<file path="src/rtl/muldiv_hilo_ctrl_if.sv">
// muldiv_hilo_ctrl_if: decode-side issue/read bundle for the multiply/divide HI/LO unit
interface muldiv_hilo_ctrl_if;
  logic        start;
  logic [2:0]  op;
  logic [31:0] a;
  logic [31:0] b;
  logic        busy;
  logic        rd_req;
  logic        rd_sel;
  logic [31:0] rd_data;
  logic        stall;
  logic [31:0] hi;
  logic [31:0] lo;
  modport master (output start, op, a, b, rd_req, rd_sel, input busy, rd_data, stall, hi, lo);
  modport slave  (input start, op, a, b, rd_req, rd_sel, output busy, rd_data, stall, hi, lo);
endinterface

</file>
<file path="src/rtl/muldiv_hilo_ctrl.sv">
// muldiv_hilo_ctrl: 32-iteration shift-add multiply / restoring divide sequencer owning HI/LO
module muldiv_hilo_ctrl (
  input logic              clk,
  input logic              reset,
  muldiv_hilo_ctrl_if.slave bus
);
  typedef enum logic [1:0] {IDLE, RUN, FIX} state_t;
  state_t      state, state_n;
  logic [4:0]  count;
  logic [63:0] acc, acc_step, prod;
  logic [31:0] opnd, a_raw, hi_q, lo_q, abs_a, abs_b, quo, rem, fix_hi, fix_lo;
  logic        is_div, neg_q, neg_r, div_zero, signed_op, issue;
  logic [32:0] mul_sum;
  logic [33:0] div_diff;
  always_comb begin
    signed_op = ~bus.op[0];
    issue     = state == IDLE && bus.start;
    abs_a     = (signed_op && bus.a[31]) ? -bus.a : bus.a;
    abs_b     = (signed_op && bus.b[31]) ? -bus.b : bus.b;
    mul_sum   = {1'b0, acc[63:32]} + {1'b0, opnd};
    div_diff  = {1'b0, acc[63:31]} - {2'b0, opnd};
    // acc holds {partial product, remaining multiplier} or {remainder, dividend/quotient}
    acc_step  = is_div ? (div_diff[33] ? {acc[62:0], 1'b0} : {div_diff[31:0], acc[30:0], 1'b1})
                       : (acc[0] ? {mul_sum, acc[31:1]} : {1'b0, acc[63:1]});
    prod      = neg_q ? -acc : acc;
    quo       = neg_q ? -acc[31:0] : acc[31:0];
    rem       = neg_r ? -acc[63:32] : acc[63:32];
    fix_hi    = !is_div ? prod[63:32] : div_zero ? a_raw : rem;
    fix_lo    = !is_div ? prod[31:0] : div_zero ? 32'hFFFF_FFFF : quo;
  end
  always_comb begin
    state_n = state;
    state_n = (issue && !bus.op[2]) ? RUN :
              (state == RUN && count == 5'd0) ? FIX :
              (state == FIX) ? IDLE : state;
    bus.busy    = state != IDLE;
    bus.stall   = bus.rd_req && state != IDLE;
    bus.rd_data = bus.rd_sel ? hi_q : lo_q;
    bus.hi      = hi_q;
    bus.lo      = lo_q;
  end
  always_ff @(posedge clk or posedge reset)
    if (reset) state <= IDLE;
    else state <= state_n;
  always_ff @(posedge clk or posedge reset) begin
    if (reset) begin
      count    <= '0;
      acc      <= '0;
      opnd     <= '0;
      a_raw    <= '0;
      is_div   <= 1'b0;
      neg_q    <= 1'b0;
      neg_r    <= 1'b0;
      div_zero <= 1'b0;
      hi_q     <= '0;
      lo_q     <= '0;
    end else begin
      if (issue && !bus.op[2]) begin
        // both operations share one load: the multiplier/dividend sits in acc, the other operand in opnd
        acc      <= {32'b0, abs_a};
        opnd     <= abs_b;
        count    <= 5'd31;
        a_raw    <= bus.a;
        is_div   <= bus.op[1];
        neg_q    <= signed_op && (bus.a[31] ^ bus.b[31]);
        neg_r    <= signed_op && bus.a[31];
        div_zero <= bus.b == 32'd0;
      end
      if (issue && bus.op == 3'd4) hi_q <= bus.a;
      if (issue && bus.op == 3'd5) lo_q <= bus.a;
      if (state == RUN) begin
        acc   <= acc_step;
        count <= (count == 5'd0) ? 5'd0 : count - 5'd1;
      end
      if (state == FIX) begin
        hi_q <= fix_hi;
        lo_q <= fix_lo;
      end
    end
  end
endmodule

</file>
<file path="src/flat_wrapper.sv">
// flat-port wrapper written by rule: the top's interface ports become plain ports
module muldiv_hilo_ctrl_flat 
  (clk, reset, bus_start, bus_op, bus_a, bus_b, bus_rd_req, bus_rd_sel, bus_busy, bus_rd_data, bus_stall, bus_hi, bus_lo);
  muldiv_hilo_ctrl_if bus_i ();
  input logic clk;
  input logic reset;
  input wire logic [$bits(bus_i.start)-1:0] bus_start;
  input wire logic [$bits(bus_i.op)-1:0] bus_op;
  input wire logic [$bits(bus_i.a)-1:0] bus_a;
  input wire logic [$bits(bus_i.b)-1:0] bus_b;
  input wire logic [$bits(bus_i.rd_req)-1:0] bus_rd_req;
  input wire logic [$bits(bus_i.rd_sel)-1:0] bus_rd_sel;
  output wire logic [$bits(bus_i.busy)-1:0] bus_busy;
  output wire logic [$bits(bus_i.rd_data)-1:0] bus_rd_data;
  output wire logic [$bits(bus_i.stall)-1:0] bus_stall;
  output wire logic [$bits(bus_i.hi)-1:0] bus_hi;
  output wire logic [$bits(bus_i.lo)-1:0] bus_lo;
  assign bus_i.start = bus_start;
  assign bus_i.op = bus_op;
  assign bus_i.a = bus_a;
  assign bus_i.b = bus_b;
  assign bus_i.rd_req = bus_rd_req;
  assign bus_i.rd_sel = bus_rd_sel;
  assign bus_busy = bus_i.busy;
  assign bus_rd_data = bus_i.rd_data;
  assign bus_stall = bus_i.stall;
  assign bus_hi = bus_i.hi;
  assign bus_lo = bus_i.lo;
  muldiv_hilo_ctrl u_core (.clk(clk), .reset(reset), .bus(bus_i));
endmodule
</file>
<file path="config.mk">
export PLATFORM = sky130hd
export DESIGN_NAME = muldiv_hilo_ctrl_flat
export DESIGN_NICKNAME = d
export VERILOG_FILES = /design/src/rtl/muldiv_hilo_ctrl_if.sv /design/src/rtl/muldiv_hilo_ctrl.sv /design/src/flat_wrapper.sv
export SDC_FILE = /design/constraint.sdc
export NUM_CORES = 1
export LEC_CHECK = 0
export CAP_MARGIN = 20
export CORE_MARGIN = 5
export CORE_UTILIZATION = 40
export DETAILED_ROUTE_END_ITERATION = 10
export HOLD_SLACK_MARGIN = 0.15
export PLACE_DENSITY = 0.68
export SYNTH_ARGS = -nofsm -noshare
export SYNTH_HDL_FRONTEND = slang
export SYNTH_SLANG_ARGS = --single-unit
</file>
<file path="constraint.sdc">
create_clock -name clk -period 7.42 [get_ports clk]
set_clock_uncertainty 0.1 [all_clocks]
set_input_delay 1.484 -clock clk [delete_from_list [all_inputs] [get_ports clk]]
set_output_delay 1.484 -clock clk [all_outputs]
set_load 0.05 [all_outputs]
</file>
# After elaboration in Yosys (flattened, before gate mapping)
# Cells that the tools add are included.
[word_totals]
in_bits = 72
ff_bits = 203
out_inout_bits = 98
elab_cells = 68
[op_classes]
mux = 25
n_reduce_logical = 18
bitwise_logic = 2
n_eq_ne = 4
n_addsub = 8
[op_table]
columns = ["op", "count"]
rows = [
  ["$mux 32", 13],
  ["$mux 64", 6],
  ["$neg 32->32", 4],
  ["$neg 64->64", 1],
  ["$sub 33x32->34", 1],
  ["$add 32x32->33", 1],
  ["$logic_not 32->1", 1],
  ["$mux 5", 3],
  ["$logic_and 1x1->1", 9],
  ["$reduce_bool 2->1", 4],
  ["$eq 3x3->1 const B", 2],
  ["$mux 2", 3],
  ["$logic_not 5->1", 1],
  ["$sub 5x1->5 const B", 1],
  ["$reduce_bool 3->1", 1],
  ["$eq 2x1->1 const B", 1],
  ["$eq 2x2->1 const B", 1],
  ["$logic_not 2->1", 1],
  ["$logic_not 1->1", 1],
  ["$not 1->1", 1],
  ["$xor 1x1->1", 1],
]

# Logic depth before layout (Yosys ltp)
[depth]
word_depth = 5
ltp_mapped = 14

# Least setup slack after synthesis
# Ideal clock, no wire load.
[synth_path]
path_kind = "input to output"
start = "input bus_rd_sel"
end = "output bus_rd_data[10]"
setup_slack_ps = 3339
arrival_ps = 2497
t_required_ps = 5836
cell_stages = 3
path_cell_list = "clkbuf_1 -> buf_1 -> mux2_2"
[synth_via]
elab_chain_cells = 1
[synth_lines]
columns = ["element", "line", "source"]
rows = [
  ["start, declared", "flat_wrapper.sv:12", "input wire logic [$bits(bus_i.rd_sel)-1:0] bus_rd_sel;"],
  ["$mux 32", "muldiv_hilo_ctrl.sv:38", "bus.rd_data = bus.rd_sel ? hi_q : lo_q;"],
  ["end, declared", "flat_wrapper.sv:14", "output wire logic [$bits(bus_i.rd_data)-1:0] bus_rd_data;"],
]
# No other way between the ends.

# Worst setup path after layout
[layout_path]
start = "input bus_rd_sel"
end = "output bus_rd_data[7]"
# Same word-level chain as after synthesis.

==> results.sh <==
export IMPL_hold_violations=0
export IMPL_power_frac_clock_pct=12.0
export IMPL_yosysSeqAreaShare_pct=29.68
export IMPL_stdcell_count=2751
export IMPL_routed_wl_um=58630
export IMPL_status="finished, final reports clean"
export IMPL_p_sw_mw=5.897
export IMPL_tns_ps=0
export IMPL_worstMarginPinSlew_ps=1049
export IMPL_period_share_pct=68.07
export IMPL_viasPerCell=6.108
export IMPL_synth_nets=2276
export IMPL_async_flop_share_pct=100.0
export IMPL_endpoint_kind="primary output"
export IMPL_cts_resized=0
export IMPL_drive_gt1_share_pct=7.143
export IMPL_cts_path_max_buffers=3
export IMPL_grtUsageTotal_pct=24.06
export IMPL_syn_area_um2=17120
export IMPL_fmax_ghz=0.1980
export IMPL_synth_top_area_share_pct=29.68
export IMPL_core_area_um2=42130
export IMPL_min_period_ps=5051
export IMPL_grt_max_degree=101
export IMPL_fin_nets=2336
export IMPL_num_io_pins=170
export IMPL_p_int_mw=5.342
export IMPL_cts_root_buf="clkbuf_16"
export IMPL_dpl_hpwl_um=42400
export IMPL_clk_latency_ps=560
export IMPL_drt_first_pass_iters=5
export IMPL_dieWidth_um=216.9
export IMPL_drcViolationCount=0
export IMPL_p_comb_share_pct=65.5
export IMPL_synth_edff_count=0
export IMPL_path_max_fanout=32
export IMPL_relSlewSlack_pct=30.02
export IMPL_yosys_warnings=0
export IMPL_die_h_um=216.9
export IMPL_fp_row_count=75
export IMPL_portBuffers=169
export IMPL_placed_cells=2702
export IMPL_cts_tree="yes"
export IMPL_slew_viol_final=0
export IMPL_synth_most_common_cell="nand2_1"
export IMPL_grt_pass1_vias=16400
export IMPL_postSynthCellCount=2133
export IMPL_cts_setup_buffers=0
export IMPL_synth_top_area_cell="dfrtp_1"
export IMPL_setup_viol_count_final=0
export IMPL_fin_ws_ps=2369
export IMPL_synth_distinct_cells=75
export IMPL_cts_sinks=203
export IMPL_grt_ovfl_total=0
export IMPL_synth_top_flop_cell="dfrtp_1"
export IMPL_cp_required_ps=5840
export IMPL_die_area_um2=47030
export IMPL_synth_top_cells_by_area="dfrtp_1 30%, nand2_1 7.4%, o21ai_0 5.4%"
export IMPL_antenna_found_initial=0
export IMPL_ctsHoldBuffers=0
export IMPL_p_sw_share_pct=52.47
export IMPL_drt_iter0_markers=1319
export IMPL_ant_nets=0
export IMPL_synth_seq_cells=203
export IMPL_start_kind="input port"
export IMPL_crit_arrival_ps=3470
export IMPL_place_gp_congestion=0.9516
export IMPL_place_area_um2=19090
export IMPL_power_leakage_nw=7.982
export IMPL_hold_class="reg2reg"
export IMPL_power_density_nw_per_um2=561.8
export IMPL_crit_type="in2out"
export IMPL_syn_avg_cell_area_um2=8.025
export IMPL_cts_max_level=1
export IMPL_vias=16800
export IMPL_areaGrowthSynthToFinish_pct=16.87
export IMPL_wl_per_cell_um=21.31
export IMPL_grt_pass1_wl_um=92980
export IMPL_ir_drop_v=0.0002870
export IMPL_cts_inserted_buffers=25
export IMPL_seqPwrFrac_pct=22.5
export IMPL_yosys_top_cells_count="338 x nand2_1, 203 x dfrtp_1, 184 x o21ai_0, 145 x clkbuf_1, 144 x a21oi_1"
export IMPL_final_area_um2=20010
export IMPL_rsz0062_at_grt="no"
export IMPL_path_clk_slew_ps=60
export IMPL_n_antenna_cell=0
export IMPL_cap_violations=0
export IMPL_pre_cts_ws_ps=2363
export IMPL_start_util_pct=40.63
[cells by family (layout without fill, tap and decap cells)]
family,count (synthesis),count (layout),share of synthesized area (%)
compound gates,656,656,24.71
flops,203,203,29.68
mux,137,137,8.377
buf+inv,235,314,5.307
simple gates,660,660,17.91
fa+ha+maj,71,71,5.277
xor+xnor,171,171,8.749
[power by group through the flow]
stage / sequential (mW) / combinational [mW] / clock [mW]
5_1_grt: 2.59 / 8.02 / 1.42
3_5_place_dp: 2.52 / 7.26 / 0
2_1_floorplan: 2.57 / 5.13 / 0
4_1_cts: 2.51 / 7.30 / 1.37
6_report: 2.53 / 7.36 / 1.35
3_3_place_gp: 2.50 / 7.16 / 0
[flip-flops by register name, summed over array words and instances, names as in the netlist, 2 cells and up]
name / flops
u_core.bus.hi: 32
u_core.state: 2
u_core.opnd: 32
u_core.bus.lo: 32
u_core.count: 5
u_core.a_raw: 32
u_core.acc: 64
[cell usage in the layout (no fill, tap or decap), types with 69 or more instances in the layout]
| cell | n |
|---|---|
| dfrtp_1 | 201 |
| o21ai_0 | 184 |
| nand2_1 | 338 |
| xor2_1 | 93 |
| ha_1 | 69 |
| clkdlybuf4s50_1 | 169 |
| mux2i_1 | 90 |
| xnor2_1 | 78 |
| nor2_1 | 83 |
| a21oi_1 | 144 |
[critical path, stage by stage]
cell	delay, ps
clkdlybuf4s50_1	450
buf_4	400
mux2_2	400
clkdlybuf4s50_1	710
[final timing paths]
| kind | from | endpoint | slack (ps) | cells past startpoint |
|---|---|---|---|---|
| max reg2reg | u_core.acc[40]$_DFFE_PP0P_ | u_core.acc[40]$_DFFE_PP0P_ | 2770 | 11 |
| max | bus_rd_sel | bus_rd_data[7] | 2370 | 4 |
| min | u_core.a_raw[31]$_DFFE_PP0P_ | u_core.a_raw[31]$_DFFE_PP0P_ | 380 | 2 |
| min reg2reg | u_core.a_raw[31]$_DFFE_PP0P_ | u_core.a_raw[31]$_DFFE_PP0P_ | 380 | 2 |
| max in group asynchronous | reset | u_core.bus.lo[6]$_DFFE_PP0P_ | 4520 | 3 |
| min in group asynchronous | reset | u_core.acc[51]$_DFFE_PP0P_ | 1380 | 2 |
[metal layers]
metal / vias up / GRT usage (%) / part of all wire, %
met5: - / 0 / 0
met4: 0 / 8.026 / 3.2
met3: 115 / 3.349 / 5.9
met2: 597 / 40.21 / 48
met1: 8244 / 32.30 / 43
li1: 7846 / - / -
[stage by stage]
| step | util (%) | hold slack (ps) | power (mW) |
|---|---|---|---|
| finish | 47.48 | 380.6 | 11.24 |
| detailed placement | 45.30 | 357.6 | 9.775 |
| global placement | 45.30 | 352.1 | 9.667 |
| floorplan | - | 338.5 | 7.697 |
| global route | 47.48 | 394.0 | 12.03 |
| CTS | 47.43 | 370.9 | 11.18 |
[cell type report]
class | instances | area, um2
fillers | 4022 | 22130
multi-input cells | 1695 | 11170
flip-flops and latches | 203 | 5085
repair buffers | 199 | 1914
clock buffers | 31 | 688.2
well taps | 539 | 674.4
inverters | 69 | 266.5
clock inverters | 15 | 211.5
Note: power is estimated with default switching activity, not from simulation.
